===== config.mk =====
export PLATFORM = sky130hd
export DESIGN_NAME = bitty_ctrl
export DESIGN_NICKNAME = d
export VERILOG_FILES = /design/src/rtl/bitty_ctrl.sv
export SDC_FILE = /design/constraint.sdc
export NUM_CORES = 1
export LEC_CHECK = 0
export ABC_AREA = 1
export CAP_MARGIN = 40
export CORE_AREA = 4 4 87 89
export CTS_CLUSTER_SIZE = 8
export DETAILED_ROUTE_END_ITERATION = 8
export DIE_AREA = 0 0 91 93
export GPL_ROUTABILITY_DRIVEN = 0
export SLEW_MARGIN = 20
export SYNTH_ARGS = -nofsm -noshare
export SYNTH_HDL_FRONTEND = slang
export SYNTH_SLANG_ARGS = --single-unit

===== constraint.sdc =====
create_clock -name clk -period 2.3 [get_ports clk]
set_input_delay 0.69 -clock clk [delete_from_list [all_inputs] [get_ports clk]]
set_output_delay 0.69 -clock clk [all_outputs]
set_load 0.02 [all_outputs]

===== src/rtl/bitty_ctrl.sv =====
// Bitty CPU control unit: fetches an instruction word, latches it, and walks the
// datapath through LOAD_S/EXEC/WB, MEM or BRANCH with Moore-decoded controls.
module bitty_ctrl (
   input  logic        clk,
   input  logic        rst_n,
   input  logic [15:0] instr,
   input  logic        instr_valid,
   output logic        instr_ready,
   input  logic [2:0]  flags,
   input  logic        mem_ready,
   output logic [3:0]  mux_sel,
   output logic [15:0] imm,
   output logic [2:0]  alu_sel,
   output logic        en_s,
   output logic        en_c,
   output logic [7:0]  en_reg,
   output logic        wb_sel,
   output logic        mem_req,
   output logic        mem_we,
   output logic        pc_inc,
   output logic        pc_load,
   output logic [11:0] pc_target,
   output logic        done,
   output logic [15:0] instr_count
);

   typedef enum logic [2:0] {
      IDLE   = 3'd0,
      FETCH  = 3'd1,
      LOAD_S = 3'd2,
      EXEC   = 3'd3,
      WB     = 3'd4,
      MEM    = 3'd5,
      BRANCH = 3'd6
   } state_t;

   state_t      state_reg;
   state_t      state_next;
   logic [15:0] instr_reg;
   logic [15:0] instr_count_reg;
   logic        wb_en;
   logic        taken;

   logic [1:0] fmt;
   logic [2:0] rx;
   logic [2:0] ry;
   logic [1:0] cond;

   assign fmt  = instr_reg[1:0];
   assign rx   = instr_reg[15:13];
   assign ry   = instr_reg[12:10];
   assign cond = instr_reg[3:2];

   // Field decodes come only from the latched copy so the source may change after accept.
   assign imm         = {8'h00, instr_reg[12:5]};
   assign alu_sel     = instr_reg[4:2];
   assign pc_target   = instr_reg[15:4];
   assign instr_count = instr_count_reg;

   // flags = {eq, gt, lt}
   always_comb begin
      taken = 1'b0;
      case (cond)
         2'b00:   taken = flags[2];
         2'b01:   taken = flags[1];
         2'b10:   taken = flags[0];
         default: taken = 1'b1;
      endcase
   end

   always_ff @(posedge clk) begin
      if (!rst_n) begin
         state_reg       <= IDLE;
         instr_reg       <= '0;
         instr_count_reg <= '0;
      end else begin
         state_reg <= state_next;
         if (state_reg == FETCH && instr_valid)
            instr_reg <= instr;
         if (done)
            instr_count_reg <= instr_count_reg + 16'd1;
      end
   end

   always_comb begin
      state_next  = state_reg;
      instr_ready = 1'b0;
      mux_sel     = 4'd0;
      en_s        = 1'b0;
      en_c        = 1'b0;
      wb_en       = 1'b0;
      wb_sel      = 1'b0;
      mem_req     = 1'b0;
      mem_we      = 1'b0;
      pc_inc      = 1'b0;
      pc_load     = 1'b0;
      done        = 1'b0;
      case (state_reg)
         IDLE: state_next = FETCH;
         FETCH: begin
            instr_ready = 1'b1;
            if (instr_valid) begin
               case (instr[1:0])
                  2'b10:   state_next = MEM;
                  2'b11:   state_next = BRANCH;
                  default: state_next = LOAD_S;
               endcase
            end
         end
         LOAD_S: begin
            mux_sel    = {1'b0, rx};
            en_s       = 1'b1;
            state_next = EXEC;
         end
         EXEC: begin
            mux_sel    = (fmt == 2'b01) ? 4'd8 : {1'b0, ry};
            en_c       = 1'b1;
            state_next = WB;
         end
         WB: begin
            wb_en      = 1'b1;
            wb_sel     = (fmt == 2'b10);
            pc_inc     = 1'b1;
            done       = 1'b1;
            state_next = FETCH;
         end
         MEM: begin
            mux_sel = {1'b0, ry};
            mem_req = 1'b1;
            mem_we  = instr_reg[2];
            // A store retires in the completing MEM cycle; a load still needs WB.
            if (mem_ready) begin
               if (instr_reg[2]) begin
                  pc_inc     = 1'b1;
                  done       = 1'b1;
                  state_next = FETCH;
               end else begin
                  state_next = WB;
               end
            end
         end
         BRANCH: begin
            pc_load    = taken;
            pc_inc     = !taken;
            done       = 1'b1;
            state_next = FETCH;
         end
         default: state_next = IDLE;
      endcase
   end

   generate
      for (genvar gi = 0; gi < 8; gi++) begin : g_en_reg
         assign en_reg[gi] = wb_en && (rx == gi[2:0]);
      end
   endgenerate

endmodule


# After elaboration in Yosys (flattened, before gate mapping)
# Cells that the tools add are included.
# word_totals
ff_bits,35
latchBits,0
ram_bits,0
mem_bits_ro,0
output_inout_bits,68
word_cells,61
memories,0
# op_classes
n_addsub,1
multipliers,0
div_mod_pow,0
magnitude_cmp,0
eq_ne,21
n_shift,0
muxes,20
bitwise,0
reduce_logical,16
# ops
operator,count
$eq 3x3->1 const B,7
$add 16x1->16 const B,1
$pmux 3 s5,1
$eq 3x2->1 const B,4
$pmux 4 s3,1
$mux 1,10
$logic_and 1x1->1,9
$mux 3,3
$eq 2x2->1 const B,4
$eq 3x1->1 const B,2
$logic_not 3->1,2
$pmux 1 s3,2
$pmux 3 s2,1
$eq 2x1->1 const B,2
$mux 4,1
$ne 2x2->1 const B,2
$reduce_or 3->1,1
$logic_not 2->1,1
$pmux 1 s2,1
$reduce_and 2->1,1
$reduce_or 2->1,1
$logic_not 1->1,1

# Depth between registers and ports, before layout
# depth
word_depth,4
ltp_mapped,9
ltp_nobuf,8

# Least setup slack after synthesis
# No wires, ideal clock.
# synth_path
path_type,reg-to-output
from,reg state_reg[1]
to,out mux_sel[0]
arrival_ps,1538
setup_slack_ps,72
stages_incl_launch_ff,5
path_buffers,0
cell_sequence,dfxtp_1 > inv_1 > nor3_1 > inv_1 > o22ai_1
# synth_via
elab_chain_cells,2
word_cells_on_any_way,4
cone_classes,3 x eq/ne; 1 x mux
# synth_lines
element,line,source
from (decl),37,state_t state_reg;
from (signal assigned),77,state_reg <= state_next;
$eq 3x3->1 / $eq 3x2->1 (equally long branches),98,case (state_reg)
$pmux 4 s3 *,98,
to (decl),11,"output logic [3:0] mux_sel,"
# Every way passes the cells marked *; elsewhere a longest branch is shown, timed or not.

# Worst setup path after layout
# layout_path
from,in flags[1]
to,out pc_inc
# layout_via
elab_chain_cells,3
# layout_lines
element,line,source
from (decl),9,"input logic [2:0] flags,"
$pmux 1 s3,63,case (cond)
$logic_not 1->1,144,pc_inc = !taken;
$pmux 1 s3,98,
to (decl),20,"output logic pc_inc,"
# No other way between the ends.

==> impl_metrics.tcl <==
set metrics [dict create \
    synth-compound-area-share_pct 13.75 \
    postLayoutCoreUtil_pct 42.31 \
    use_met1_pct 16.25 \
    period_needed_ns 2.242 \
    cts_tree "done" \
    worstSkewPairLatency_ns 0.28 \
    synth_top_family_by_area "simple AND/OR/NAND/NOR gates" \
    p_per_area_nw_per_um2 535.2 \
    required_ns 1.61 \
    drive_gt1_share_pct 15.57 \
    syn_area_per_cell_um2 6.592 \
    rows 30 \
    setup_viol 0 \
    synthSimpleGateAreaFrac_pct 28.13 \
    crit_family "buffers and inverters" \
    drtPass1Iterations 4 \
    syn-cell-area_um2 2011 \
    wirelength_mm 5.549 \
    ys_warn_count 0 \
    crit_buf_inv 2 \
    clock-root-buffer "clkbuf_8" \
    crit_arrival_ns 1.55 \
    htreeDepth 2 \
    drv_cap 0 \
    crit_chain "dlygate4sd2_1 > nor2_2 > o21ai_2 > a21oi_4 > nand2_1 > nand3_1 > buf_6" \
    critical-path-slowest-cell "dlygate4sd2_1" \
    vdd.ir_drop.worst_mv 0.2162 \
    grt_max_degree 29 \
    grt_pass1_wl_mm 9.239 \
    drt_iter0_markers 53 \
    clock-sinks 35 \
    synth_xor_area_share_pct 0 \
    critPathKind "in -> out" \
    n_antenna_cell 0 \
    ys_seq_elements 35 \
    place_inst 451 \
    rrSetupSlack_ns 0.74 \
    hold_ws_ns 0.4925 \
    die-area_um2 8463 \
    core-area_um2 6756 \
    use_met2_pct 22.69 \
    grt-busiest-layer "met2" \
    clock.fmax_mhz 446.0 \
    endpoint_kind "output port" \
    antenna_found_initial 0 \
    track_usage_pct 13.33 \
    io_buffers 82 \
    avgRoutedWirePerCell_um 12.09 \
    finalWorstSetupSlack_ns 0.05773 \
    use_met3_pct 4.103 \
    hp-class "reg -> reg" \
    synthAdderAreaFrac_pct 0.6223 \
    ios 91 \
    clk_pin_slew_ns 0.07 \
    grt.overflow.total 0 \
    synth.yosys.seq_area_share_pct 34.85 \
    cp_max_fo 2 \
    final_common_cell "nor2_1" \
    finalHoldViolCount 0 \
    synthMuxAreaShare_pct 0 \
    initial_utilization_pct 29.76 \
    slew_viol_final 0 \
    drc_errors 0 \
    die_w_um 91 \
    dp_hpwl_mm 4.320 \
    critPathMaxStageDelay_ns 0.24 \
    status "finished, final reports clean" \
    final_net_count 403 \
    fin_crit_sh_pct 97.49 \
    final_cell_mix "nor2_1, clkdlybuf4s50_1, nand2_1, inv_1, dfxtp_1" \
    fp.dieH_um 93 \
    numCtsBuffers 5 \
    syn2layout_area_growth_pct 42.19 \
    stdcell_count 459 \
    dp_slack_ns -0.7083 \
    startpoint_type "input pin" \
    syn_inst 305 \
    synth.distinct_cells 25 \
    drtAntennaViolNets 0 \
    power.leakage_nw 1.223 \
    route.vias.total 2037 \
    grt_pass1_vias 1975 \
    via_per_inst 4.438 \
    cts_buffer_depth 2 \
    fin_worst_skew_ns 0.001621 \
]
-- routing by layer --
metal | share of wire [%] | routed length, um
met1 | 46 | 2526
met3 | 6.7 | 372
met4 | 0.59 | 33
met2 | 47 | 2618
met5 | 0 | 0
-- cells in the mapped netlist --
cell type  count  area [um^2]
inv_1         40        150.1
a21oi_1       27        135.1
nand2_2        3        18.77
ha_1           1        12.51
nor2_4         1        11.26
nor2_1        61        229.0
nor2_2         2        12.51
nand3_2        1        10.01
dfxtp_1       35        700.7
clkbuf_1       2        7.510
nand2_4        1        11.26
conb_1         1        3.750
o21bai_1       1        7.510
o21ai_1       13        65.06
o22ai_1        3        18.77
o21ai_0       10        50.05
inv_2          2        7.510
nand3_1       17        85.08
nor3_1         7        35.03
buf_2          1        5.000
buf_1          1        3.750
nand4_1        1        6.260
buf_4         31        232.7
nand2_1       39        146.4
buf_6          4        45.04
-- worst register-to-register path: cells and delay by family, from the launching register on --
kind	cells	cell delay, ns
flops	1	0.37
simple gates	5	0.51
buf+inv	4	0.58
-- cell families (layout without fill, tap and decap cells) --
logic type | Yosys count | count (layout)
simple gates | 133 | 133
compound gates | 54 | 54
other cells | 1 | 8
fa+ha+maj | 1 | 1
buf+inv | 81 | 148
flops | 35 | 35
-- where the power goes --
group          total, mW  switching, mW  leakage (nW)  internal, mW
sequential         0.672         0.0321         0.286         0.640
clock              0.452          0.217        0.0470         0.235
combinational      0.406          0.224         0.890         0.182
total               1.53          0.473          1.22          1.06
-- what timing repair did --
item | CTS | global route
setup endpoints to repair | 20 | 16
gates resized for setup | 46 | 35
pin swaps | 5 | 3
buffers inserted | 0 | 1
cloned | 0 | 0
hold buffers | 0 | 0
-- final cells by class --
| class | instances | area, um^2 |
|---|---|---|
| fill | 730 | 3897 |
| multi-input combinational | 196 | 919.6 |
| timing repair buffer | 99 | 888.4 |
| sequential | 35 | 705.7 |
| inverter | 42 | 157.7 |
| tap | 80 | 100.1 |
| clock buffer | 6 | 82.58 |
| clock inverter | 1 | 5.005 |
-- worst paths after layout --
kind | startpoint | end | depth (start not counted)
max reg2reg | state_reg[0] | instr_reg[6] | 9
min reg2reg | instr_reg[11] | instr_reg[11] | 2
max | flags[1] | pc_inc | 7
min | instr_reg[11] | instr_reg[11] | 2
-- metrics by stage --
step | TNS, ns | power (mW) | area [um^2]
final | 0 | 1.530 | 2859
after floorplan | 0 | 0.9485 | 2037
after detailed placement | -1.860 | 1.086 | 2784
after CTS | -0.04435 | 1.546 | 2859
after global routing | -0.01943 | 1.623 | 2859
after global placement | -1.740 | 1.082 | 2784
No activity file was read; power rests on OpenSTA's default activity.
